<file path="src/rtl/alu_nibble_seq_pkg.sv">
// Shared encodings for the nibble-serial ALU sequencer: opcodes, FSM states, slice width.
// Imported by the sequencer and available to anything integrating it with the 4-bit ALU.
package alu_nibble_seq_pkg;

  localparam int NIBBLE_W = 4;

  localparam logic [1:0] OP_AND = 2'b00;
  localparam logic [1:0] OP_OR  = 2'b01;
  localparam logic [1:0] OP_ADD = 2'b10;
  localparam logic [1:0] OP_ILL = 2'b11;

  localparam logic [1:0] IDLE = 2'b00;
  localparam logic [1:0] EXEC = 2'b01;
  localparam logic [1:0] DONE = 2'b10;

  // Counter width that can hold every value 0..n, including the one-past-last step.
  function automatic int idx_width(input int n);
    return $clog2(n) + 1;
  endfunction

endpackage

</file>
<file path="src/rtl/alu_nibble_seq.sv">
// Multi-cycle sequencer: feeds an external 4-bit ALU one nibble per cycle (LSB first),
// chains its carry, and assembles the full-width result behind a valid/ready handshake.
module alu_nibble_seq
  import alu_nibble_seq_pkg::*;
#(
  parameter int NIBBLES = 2
) (
  input  logic                          clk,
  input  logic                          rst_n,
  input  logic                          in_valid,
  output logic                          in_ready,
  input  logic [NIBBLE_W*NIBBLES-1:0]   in_a,
  input  logic [NIBBLE_W*NIBBLES-1:0]   in_b,
  input  logic [1:0]                    in_op,
  input  logic                          in_cin,
  output logic [NIBBLE_W-1:0]           alu_a,
  output logic [NIBBLE_W-1:0]           alu_b,
  output logic [1:0]                    alu_op,
  output logic                          alu_cin,
  input  logic [NIBBLE_W-1:0]           alu_res,
  input  logic                          alu_cout,
  output logic                          out_valid,
  input  logic                          out_ready,
  output logic [NIBBLE_W*NIBBLES-1:0]   out_res,
  output logic                          out_cout,
  output logic                          out_err
);

  localparam int W     = NIBBLE_W * NIBBLES;
  localparam int IDX_W = idx_width(NIBBLES);
  localparam logic [IDX_W-1:0] LAST_IDX = IDX_W'(NIBBLES - 1);

  logic [1:0]       state_q;
  logic [IDX_W-1:0] idx_q;
  logic [W-1:0]     a_q;
  logic [W-1:0]     b_q;
  logic [1:0]       op_q;
  logic             cin_q;
  logic             carry_q;
  logic [W-1:0]     res_q;
  logic             cout_q;
  logic             err_q;

  assign in_ready  = (state_q == IDLE);
  assign out_valid = (state_q == DONE);
  assign out_res   = res_q;
  assign out_cout  = cout_q;
  assign out_err   = err_q;

  // ALU drive is purely combinational from registered state; idle cycles present all zeros.
  always_comb begin
    // NOTE: every output gets a default before any branch, so no path can infer a latch.
    alu_a   = '0;
    alu_b   = '0;
    alu_op  = OP_AND;
    alu_cin = 1'b0;
    if (state_q == EXEC) begin
      for (int i = 0; i < NIBBLES; i++) begin
        if (idx_q == IDX_W'(i)) begin
          alu_a = a_q[i*NIBBLE_W +: NIBBLE_W];
          alu_b = b_q[i*NIBBLE_W +: NIBBLE_W];
        end
      end
      alu_op = op_q;
      if (op_q == OP_ADD) begin
        alu_cin = (idx_q == '0) ? cin_q : carry_q;
      end
    end
  end

  always_ff @(posedge clk or negedge rst_n) begin
    // NOTE: operand and result registers are reset too, so outputs are defined straight out of reset.
    if (!rst_n) begin
      state_q <= IDLE;
      idx_q   <= '0;
      a_q     <= '0;
      b_q     <= '0;
      op_q    <= OP_AND;
      cin_q   <= 1'b0;
      carry_q <= 1'b0;
      res_q   <= '0;
      cout_q  <= 1'b0;
      err_q   <= 1'b0;
    end else begin
      // NOTE: non-blocking assignments throughout so every register samples pre-edge values.
      case (state_q)
        IDLE: begin
          if (in_valid) begin
            a_q   <= in_a;
            b_q   <= in_b;
            op_q  <= in_op;
            cin_q <= in_cin;
            res_q <= '0;
            if (in_op == OP_ILL) begin
              // Illegal request skips the ALU entirely and reports straight away.
              state_q <= DONE;
              cout_q  <= 1'b0;
              err_q   <= 1'b1;
            end else begin
              state_q <= EXEC;
              idx_q   <= '0;
            end
          end
        end

        EXEC: begin
          for (int i = 0; i < NIBBLES; i++) begin
            if (idx_q == IDX_W'(i)) begin
              res_q[i*NIBBLE_W +: NIBBLE_W] <= alu_res;
            end
          end
          carry_q <= alu_cout;
          idx_q   <= idx_q + IDX_W'(1);
          if (idx_q == LAST_IDX) begin
            state_q <= DONE;
            cout_q  <= (op_q == OP_ADD) ? alu_cout : 1'b0;
            err_q   <= 1'b0;
          end
        end

        DONE: begin
          if (out_ready) begin
            state_q <= IDLE;
          end
        end

        default: state_q <= IDLE;
      endcase
    end
  end

endmodule

</file>
<file path="config.mk">
export PLATFORM = sky130hd
export DESIGN_NAME = alu_nibble_seq
export DESIGN_NICKNAME = d
export VERILOG_FILES = /design/src/rtl/alu_nibble_seq_pkg.sv /design/src/rtl/alu_nibble_seq.sv
export SDC_FILE = /design/constraint.sdc
export NUM_CORES = 1
export LEC_CHECK = 0
export BUFFER_PORTS_ARGS = -buffer_cell sky130_fd_sc_hd__buf_2
export CORE_MARGIN = 5
export CORE_UTILIZATION = 25
export DETAILED_ROUTE_END_ITERATION = 8
export PLACE_DENSITY = 0.56
export SLEW_MARGIN = 20
export SYNTH_ARGS = -nofsm -noshare
export SYNTH_HDL_FRONTEND = slang
export SYNTH_SLANG_ARGS = --single-unit
export TNS_END_PERCENT = 50
</file>
<file path="constraint.sdc">
create_clock -name clk -period 2.6 [get_ports clk]
set_clock_uncertainty 0.15 [all_clocks]
set_input_delay 0.26 -clock clk [delete_from_list [all_inputs] [get_ports clk]]
set_output_delay 0.26 -clock clk [all_outputs]
set_load 0.005 [all_outputs]
</file>
==> results of run 1 <==
[power by group through the flow]
stage	registers, mW	logic (mW)	clock network, mW
2_1_floorplan	0.900	0.729	0
4_1_cts	0.953	0.966	0.491
3_3_place_gp	0.951	0.945	0
3_5_place_dp	0.964	0.961	0
5_1_grt	0.987	1.05	0.520
6_report	0.948	0.945	0.471
[registers in the layout, summed over array words and instances (netlist names)]
name      count
a_q           8
b_q           8
out_res       8
idx_q         2
op_q          2
state_q       2
carry_q       1
cin_q         1
out_cout      1
out_err       1
[per-layer routing]
metal	vias to the layer above	global-route usage (%)	part of all wire [%]
met5	-	0	0
met4	0	2.842	0.32
met3	2	3.318	6.8
met2	34	14.94	47
met1	543	13.22	46
li1	556	-	-
[layout make-up]
cell class / instances / area share (%)
sequential: 34 / 42.77
multi-input combinational: 78 / 31.89
timing repair buffer: 54 / 14.21
tap: 77 / 4.843
clock buffer: 7 / 3.836
clock inverter: 1 / 1.509
inverter: 5 / 0.9434
[worst max-delay path, stage by stage (launching register included)]
cell and delay (ns):
dfrtp_1 0.40, inv_1 0.06, ha_1 0.33, nor2b_2 0.40, a22oi_1 0.11, nor2_1 0.12, buf_2 0.13
[worst paths after layout]
path | from | end | slack [ns] | depth (start not counted)
setup / recovery | idx_q[0] | alu_a[1] | 0.36 | 6
hold / removal | alu_cout | carry_q | 0.05 | 3
setup reg to reg | idx_q[1] | out_res[6] | 0.86 | 6
hold reg to reg | carry_q | carry_q | 0.33 | 2
max in group asynchronous | rst_n | out_cout | 1.36 | 2
min in group asynchronous | rst_n | out_res[0] | 0.45 | 2
[what timing repair did]
| action | in CTS | in global routing |
|---|---|---|
| endpoints found under the setup margin | 0 | 2 |
| hold endpoints to repair | 34 | 0 |
| gates resized for setup | 0 | 1 |
| hold buffers | 1 | 0 |
[cells in the final DEF (no fill, tap or decap), types with 2 or more instances in the layout]
cell type	synthesis	layout
o21ai_0	2	2
a32o_1	4	4
nand3_1	2	2
and2_1	2	2
mux2_2	21	21
mux2i_1	2	2
buf_4	1	3
dfrtp_1	34	34
a21oi_1	2	2
a22oi_1	7	7
buf_2	2	50
a22o_1	5	5
clkbuf_8	0	5
nand2_1	5	5
clkbuf_1	3	2
inv_1	5	5
ha_1	2	2
nor2_1	10	10
[per-stage QoR]
stage / setup WS, ns / cell area [um2] / std cells / power (mW) / utilization [%]
floorplan: 0.9411 / 1575 / 127 / 1.630 / -
global placement: 0.4758 / 1871 / 247 / 1.896 / 29.97
detailed placement: 0.4873 / 1871 / 247 / 1.925 / 29.97
CTS: 0.1600 / 1987 / 256 / 2.410 / 31.84
global route: 0.1625 / 1989 / 256 / 2.561 / 31.88
finish: 0.3610 / 1989 / 256 / 2.364 / 31.88
[cell families after synthesis]
group,count (synthesis),synth area share (%)
flops,34,54.01
mux,23,16.28
compound gates,25,12.63
buf+inv,15,5.878
fa+ha+maj,2,1.588
simple gates,28,9.612
==> impl_metrics.env, run 1 <==
export IMPL_status="finished, final reports clean"
export IMPL_initialDrtViolationCount=78
export IMPL_die_y_um=89.38
export IMPL_p_seq_share_pct=40.1
export IMPL_maxCapViolations=0
export IMPL_cts_sinks=34
export IMPL_multiInputGateArea_um2=634.4
export IMPL_tightest_slew_ns=0.7762
export IMPL_seq_area_frac_synth_pct=54.01
export IMPL_first_global_vias=1181
export IMPL_grt_overflow_total=0
export IMPL_report_final_slew_viol_count=0
export IMPL_synth_cells=127
export IMPL_async_flop_share_pct=100.0
export IMPL_initial_core_util_pct=25.24
export IMPL_synth_warnings=0
export IMPL_finalNetCount=208
export IMPL_post_cts_buffers=0
export IMPL_slew_headroom_pct=48.25
export IMPL_fin_tns_setup_ns=0
export IMPL_worst_hold_slack_ns=0.04713
export IMPL_grt_setup_unrepaired="no"
export IMPL_htree_levels=2
export IMPL_p_int_mw=1.571
export IMPL_p_clk_share_pct=19.9
export IMPL_cts_tree="done"
export IMPL_portBuffers=50
export IMPL_rows=29
export IMPL_setup_worst_path_end_class="output pin"
export IMPL_die_area_um2=7989
export IMPL_core_area_um2=6241
export IMPL_layout_worst_path_cycle_share_pct=86.11
export IMPL_p_comb_share_pct=40.0
export IMPL_antenna_found_initial=0
export IMPL_ys_types=31
export IMPL_fillers=661
export IMPL_synth_ff_type="dfrtp_1"
export IMPL_clock_latency_ns=0.28
export IMPL_firstDrtPassIters=3
export IMPL_num_vias=1135
export IMPL_diodes=0
export IMPL_power_leakage_nw=0.9612
export IMPL_grt_util_all_layers_pct=9.807
export IMPL_io_pins=51
export IMPL_worst_path_max_fanout=8
export IMPL_hold_viol=0
export IMPL_area_growth_pct=26.29
export IMPL_wirelength_mm=3.759
export IMPL_antenna_left=0
export IMPL_place_congestion=0.6701
export IMPL_wl_per_cell_um=14.68
export IMPL_path_class="reg2out"
export IMPL_grt_max_degree=35
export IMPL_arrival_ns=1.83
export IMPL_synth_area_top_cells="dfrtp_1 54%, mux2_2 15%, a22oi_1 3.3%"
export IMPL_synth_largest_area_cell="dfrtp_1"
export IMPL_switching_share_pct=33.55
export IMPL_synth_nets=157
export IMPL_grt_pass1_wl_mm=5.899
export IMPL_ys_ff_latch=34
export IMPL_cts_buffers=5
export IMPL_avgSynthCellArea_um2=12.40
export IMPL_seq_area_um2=850.8
export IMPL_drc_errors=0
export IMPL_ys_top_cells_by_count="34 x dfrtp_1, 21 x mux2_2, 10 x nor2_1, 7 x a22oi_1"
export IMPL_p_switching_uw=793.1
export IMPL_holdCritPathClass="in2reg"
export IMPL_setup_viol=0
export IMPL_netlist_area_leader_share_pct=54.01
export IMPL_p_per_area_nw_per_um2=1188
export IMPL_synth_edf_count=0
export IMPL_viasPerCell=4.434
export IMPL_clk_pin_slew_ns=0.07
export IMPL_syn_area_um2=1575
export IMPL_max_clock_freq_mhz=446.6
export IMPL_start_kind="flip-flop"
export IMPL_cts_root_buf="clkbuf_8"
export IMPL_synthMostInstantiatedCell="dfrtp_1"
export IMPL_final_min_clock_period_ns=2.239
export IMPL_required_ns=2.19
export IMPL_drive_gt1_share_pct=46.93
export IMPL_ir_drop_uv=526.7
export IMPL_ctsLongestPathBuffers=2
export IMPL_fp_dieW_um=89.38
export IMPL_dp_hpwl_mm=2.812
Power figures use the tool's default switching activity.
==> inputs of run 2 (changes only) <==
==> constraint.sdc (replaced) <==
create_clock -name clk -period 2.7 [get_ports clk]
set_clock_uncertainty 0.15 [all_clocks]
set_input_delay 0.27 -clock clk [delete_from_list [all_inputs] [get_ports clk]]
set_output_delay 0.27 -clock clk [all_outputs]
set_load 0.005 [all_outputs]
==> run 2 against run 1 <==
Sequential share of layout area increased by 0.74 points. Design area shrank 1.7%. Via count is 0.70% higher. Core utilization down 0.54 points. Clock-buffer cell count down 1. Setup slack got worse by 0.053 ns. Clock power shrank 23%. Final cell count is 1.2% lower. Total power fell by 8.1%. Flip-flop and latch count is the same. Hold slack improved by 0.027 ns.
==> impl_metrics.env, run 2 (synthesized netlist as in run 1, its figures left out) <==
export IMPL_finalNetCount=207
export IMPL_r2r_slack_ns=0.99
export IMPL_holdCritPathClass="in2reg"
export IMPL_report_final_slew_viol_count=0
export IMPL_p_comb_share_pct=41.4
export IMPL_critPathLaunch="idx_q[0]"
export IMPL_post_cts_resized=0
export IMPL_final_min_clock_period_ns=2.392
export IMPL_clock_latency_ns=0.27
export IMPL_power_leakage_nw=0.9458
export IMPL_drc_errors=0
export IMPL_place_congestion=0.6960
export IMPL_area_growth_pct=24.15
export IMPL_p_switching_uw=750.1
export IMPL_r2r_start="idx_q[1]"
export IMPL_arrival_ns=1.97
export IMPL_start_kind="flip-flop"
export IMPL_die_area_um2=7989
export IMPL_dp_slack_ns=0.5975
export IMPL_worst_hold_slack_ns=0.07422
export IMPL_grt_pass1_wl_mm=5.858
export IMPL_setup_worst_path_end_class="output pin"
export IMPL_clk_pin_slew_ns=0.06
export IMPL_final_common_cell="buf_2"
export IMPL_cts_sinks=34
export IMPL_path_class="reg2out"
export IMPL_fp_dieW_um=89.38
export IMPL_dpl_cell_area_um2=1863
export IMPL_grt_max_degree=35
export IMPL_setup_ws_ns=0.3077
export IMPL_htree_levels=2
export IMPL_finalPower_mw=2.174
export IMPL_num_vias=1143
export IMPL_io_pins=51
export IMPL_hold_viol=0
export IMPL_ir_drop_uv=427.2
export IMPL_tightest_slew_ns=0.7877
export IMPL_max_clock_freq_mhz=418.0
export IMPL_switching_share_pct=34.51
export IMPL_rows=29
export IMPL_cts_buffers=5
export IMPL_drive_gt1_share_pct=46.59
export IMPL_antenna_found_initial=0
export IMPL_maxCapViolations=0
export IMPL_antenna_left=0
export IMPL_reg2reg_depth=6
export IMPL_firstDrtPassIters=4
export IMPL_grt_overflow_total=0
export IMPL_first_global_vias=1189
export IMPL_portBuffers=50
export IMPL_crit_end="alu_a[3]"
export IMPL_core_area_um2=6241
export IMPL_layout_worst_path_cycle_share_pct=88.60
export IMPL_die_y_um=89.38
export IMPL_setup_viol=0
export IMPL_cts_tree="done"
export IMPL_initial_core_util_pct=25.24
export IMPL_wl_per_cell_um=14.71
export IMPL_dp_hpwl_mm=2.758
export IMPL_required_ns=2.28
export IMPL_wirelength_mm=3.722
export IMPL_p_per_area_nw_per_um2=1111
export IMPL_slew_headroom_pct=47.49
export IMPL_cts_root_buf="clkbuf_8"
export IMPL_ctsHoldBuffers=1
export IMPL_worst_path_max_fanout=8
export IMPL_diodes=0
export IMPL_reg2reg_to="out_res[5]"
export IMPL_post_cts_buffers=0
export IMPL_p_int_mw=1.423
export IMPL_status="finished, final reports clean"
export IMPL_grt_setup_unrepaired="no"
export IMPL_grt_util_all_layers_pct=9.723
export IMPL_initialDrtViolationCount=66
export IMPL_p_seq_share_pct=41.9
export IMPL_finalInstanceArea_um2=1956
export IMPL_ctsLongestPathBuffers=2
export IMPL_final_cell_mix="50 x buf_2, 34 x dfrtp_1, 21 x mux2_2"
export IMPL_fin_tns_setup_ns=0
export IMPL_viasPerCell=4.518
export IMPL_p_clk_share_pct=16.7
[run 2: cell types whose count changed in the layout (fill, tap and decap cells not counted)]
cell / delta
nor2b_2: -1
nor2b_1: +1
clkbuf_8: +1
buf_4: -1
clkbuf_1: -2
bufinv_16: -1
[run 2: worst max-delay path: stages (launching register included)]
cell and delay [ns]:
dfrtp_1 0.40, inv_1 0.07, ha_1 0.34, nor2b_1 0.52, a22oi_1 0.13, nor2_1 0.13, buf_2 0.13
[run 2: worst min-delay path by stage]
stage / depth (start not counted) / endpoint / from
2_1_floorplan: 0 / a_q[0] / rst_n
3_3_place_gp: 1 / out_res[6] / rst_n
3_5_place_dp: 1 / out_res[6] / rst_n
4_1_cts: 2 / b_q[0] / in_b[0]
5_1_grt: 2 / a_q[2] / in_a[2]
6_report: 2 / b_q[0] / in_b[0]
[run 2: power by group through the flow]
stage               clock (mW)  combinational (mW)  sequential (mW)
finish                   0.363               0.900            0.910
global route             0.402                1.01            0.949
CTS                      0.380               0.923            0.914
detailed placement           0               0.919            0.923
global placement             0               0.900            0.916
floorplan                    0               0.702            0.867
[run 2: area by class of cell]
class                      instances  area, um2
multi-input combinational         78      631.9
sequential                        34      850.8
tap                               77      96.34
inverter                           5      18.77
timing repair buffer              53      275.3
clock buffer                       6      82.58
fill                             680       4285
[run 2: stage by stage]
step	std cells	utilization [%]
4_1_cts	253	31.34
5_1_grt	253	31.34
3_3_place_gp	246	29.85
2_1_floorplan	127	-
3_5_place_dp	246	29.85
6_report	253	31.34
[run 2: layer usage]
layer	routed length (um)	track usage [%]	part of all wire (%)	up-vias
li1	-	-	-	548
met1	1656	12.19	44	560
met2	1762	15.61	47	33
met3	283	3.687	7.6	2
met4	19	2.842	0.51	0
met5	0	0	0	-
==> inputs of run 3 (changes only) <==
--- a/config.mk
+++ b/config.mk
@@ -5,6 +5,7 @@
 export SDC_FILE = /design/constraint.sdc
 export NUM_CORES = 1
 export LEC_CHECK = 0
+export ABC_AREA = 1
 export BUFFER_PORTS_ARGS = -buffer_cell sky130_fd_sc_hd__buf_2
 export CORE_MARGIN = 5
 export CORE_UTILIZATION = 25
==> run 3 against run 2 <==
Setup slack gained 0.32 ns. Largest power group is now combinational cells. Die area grew 4.2%. Critical endpoint is now alu_b[0]. Synthesized cell count grew 69%. Wire length grew 10%. Critical path depth shrank 1. Total power grew 1.7%. Area after synthesis grew 4.8%. Non-clock buffer count shrank 1. Final cell count grew 35%.
==> impl_metrics.env, run 3 <==
export IMPL_status="finished, final reports clean"
export IMPL_report_final_slew_viol_count=0
export IMPL_synth_top_family_by_area="simple AND/OR/NAND/NOR gates"
export IMPL_grt_pass1_wl_mm=6.948
export IMPL_setup_worst_path_end_class="output pin"
export IMPL_portBuffers=50
export IMPL_synth_nets=245
export IMPL_core_area_um2=6386
export IMPL_cpLargestDelayFamily="flip-flops"
export IMPL_ys_top_cells_by_count="79 x nand2_1, 34 x dfrtp_1, 33 x nand3_1, 20 x inv_1, 12 x nor2_1"
export IMPL_synthMostInstantiatedCell="nand2_1"
export IMPL_fin_cells=342
export IMPL_multiInputGateArea_um2=659.4
export IMPL_fp_dieW_um=91.25
export IMPL_cts_buffers=5
export IMPL_final_min_clock_period_ns=2.073
export IMPL_antenna_found_initial=0
export IMPL_syn_area_um2=1650
export IMPL_layout_worst_path_cycle_share_pct=76.77
export IMPL_max_clock_freq_mhz=482.4
export IMPL_final_cell_mix="79 x nand2_1, 50 x buf_2, 34 x dfrtp_1"
export IMPL_hold_viol=0
export IMPL_finalNetCount=294
export IMPL_grt_setup_unrepaired="no"
export IMPL_ctsHoldBuffers=1
export IMPL_fillers=706
export IMPL_synth_xor_area_share_pct=0
export IMPL_cp_slowest_cell="dfrtp_1"
export IMPL_top_layer="met4"
export IMPL_place_congestion=0.7666
export IMPL_slowest_delay_ns=0.40
export IMPL_synth_cells=215
export IMPL_ir_drop_uv=533.3
export IMPL_met1_length_mm=1.967
export IMPL_finalInstanceArea_um2=2062
export IMPL_synth_warnings=0
export IMPL_diodes=0
export IMPL_drc_errors=0
export IMPL_slew_headroom_pct=49.20
export IMPL_io_pins=51
export IMPL_initial_core_util_pct=25.84
export IMPL_ys_ff_latch=34
export IMPL_setup_viol=0
export IMPL_synth_ff_type="dfrtp_1"
export IMPL_required_ns=2.28
export IMPL_drive_gt1_share_pct=24.15
export IMPL_ys_types=18
export IMPL_p_per_area_nw_per_um2=1072
export IMPL_ctsLongestPathBuffers=2
export IMPL_netlist_area_leader_share_pct=51.55
export IMPL_num_vias=1472
export IMPL_rows=29
export IMPL_arrival_ns=1.65
export IMPL_initialDrtViolationCount=44
export IMPL_crit_buf_inv=2
export IMPL_viasPerCell=4.304
export IMPL_synth_area_top_cells="dfrtp_1 52%, nand2_1 18%, nand3_1 10%"
export IMPL_worst_hold_slack_ns=0.06447
export IMPL_firstDrtPassIters=4
export IMPL_wl_per_cell_um=11.99
export IMPL_cts_sinks=34
export IMPL_die_area_um2=8327
export IMPL_clock_latency_ns=0.28
export IMPL_wl_met2_mm=1.814
export IMPL_worst_path_max_fanout=10
export IMPL_avgSynthCellArea_um2=7.676
export IMPL_seq_area_frac_synth_pct=51.55
export IMPL_path_class="reg2out"
export IMPL_synth_compound_area_share_pct=5.686
export IMPL_synthMuxAreaShare_pct=0
export IMPL_area_growth_pct=24.94
export IMPL_start_kind="flip-flop"
export IMPL_cts_tree="done"
export IMPL_dr_wl_met3_um=288
export IMPL_post_cts_resized=0
export IMPL_dpl_cell_area_um2=1943
export IMPL_synth_edf_count=0
export IMPL_power_leakage_nw=1.165
export IMPL_cts_root_buf="clkbuf_8"
export IMPL_grt_overflow_total=0
export IMPL_async_flop_share_pct=100.0
export IMPL_seq_area_um2=850.8
export IMPL_yosys_area_share_simple_pct=32.75
export IMPL_fin_tns_setup_ns=0
export IMPL_grt_util_all_layers_pct=10.23
export IMPL_utilization_pct=32.29
export IMPL_clk_pin_slew_ns=0.07
export IMPL_maxCapViolations=0
export IMPL_die_y_um=91.25
export IMPL_synth_largest_area_cell="dfrtp_1"
export IMPL_htree_levels=2
export IMPL_crit_chain="ha_1 > inv_2 > nand3_1 > a21oi_1 > buf_2"
export IMPL_holdCritPathClass="in2reg"
export IMPL_dp_hpwl_mm=3.052
export IMPL_antenna_left=0
export IMPL_dp_cells=333
export IMPL_tightest_slew_ns=0.7620
export IMPL_synth_fa_ha_area_share_pct=1.516
export IMPL_post_cts_buffers=0
export IMPL_wirelength_mm=4.102
export IMPL_grt_max_degree=35
export IMPL_final_common_cell="nand2_1"
export IMPL_first_global_vias=1492
==> run 3: cell count changes after synthesis, moves of 3 or more <==
cell | before | now
a21oi_1 | 2 | 11
nand3_1 | 2 | 33
mux2_2 | 21 | 0
buf_6 | 4 | 1
inv_1 | 5 | 20
o21ai_0 | 2 | 6
a22oi_1 | 7 | 0
nand2_1 | 5 | 79
a32o_1 | 4 | 0
a22o_1 | 5 | 0
==> run 3: worst paths after layout <==
kind | startpoint | end | slack [ns] | cells after the start
worst min-delay path | in_b[4] | b_q[4] | 0.06 | 3
worst min register to register | b_q[6] | b_q[6] | 0.32 | 2
worst max-delay path | idx_q[0] | alu_b[0] | 0.63 | 5
max in group asynchronous | rst_n | a_q[0] | 1.47 | 2
min in group asynchronous | rst_n | out_res[4] | 0.45 | 2
worst max register to register | idx_q[1] | out_res[5] | 0.96 | 5
==> run 3: layer usage <==
layer | vias to the layer above | track usage [%]
met3 | 4 | 3.884
li1 | 773 | -
met1 | 655 | 12.74
met4 | 0 | 2.689
met2 | 40 | 16.65
met5 | - | 0
==> run 3: final cells by class <==
class                           count  share of cell area (%)
Sequential cell                    34                   41.26
Multi-Input combinational cell    150                   31.98
Timing Repair Buffer               52                   12.99
Tap cell                           77                   4.672
Inverter                           21                   3.823
Clock buffer                        5                   3.337
Clock inverter                      3                   1.942
==> run 3: tightest hold or removal path: stages <==
cell     delay, ns
buf_2         0.07
nand3_1       0.06
nand2_1       0.06
==> run 3: cells by family after synthesis <==
logic type / Yosys count
adder cells (fa/ha/maj): 2
AO/OA/AOI/OAI: 18
AND/OR/NAND/NOR: 130
flip-flops: 34
buffers and inverters: 31
==> run 3: power by group <==
group	total, mW	switching, mW	internal, mW
Clock	0.460	0.188	0.272
Sequential	0.855	0.120	0.735
Combinational	0.895	0.572	0.323
==> run 3: metrics by stage <==
step	setup WS [ns]	total power, mW
3_3_place_gp	0.9636	1.770
4_1_cts	0.5935	2.253
2_1_floorplan	1.129	1.501
3_5_place_dp	0.9114	1.787
5_1_grt	0.4705	2.428
6_report	0.6271	2.210
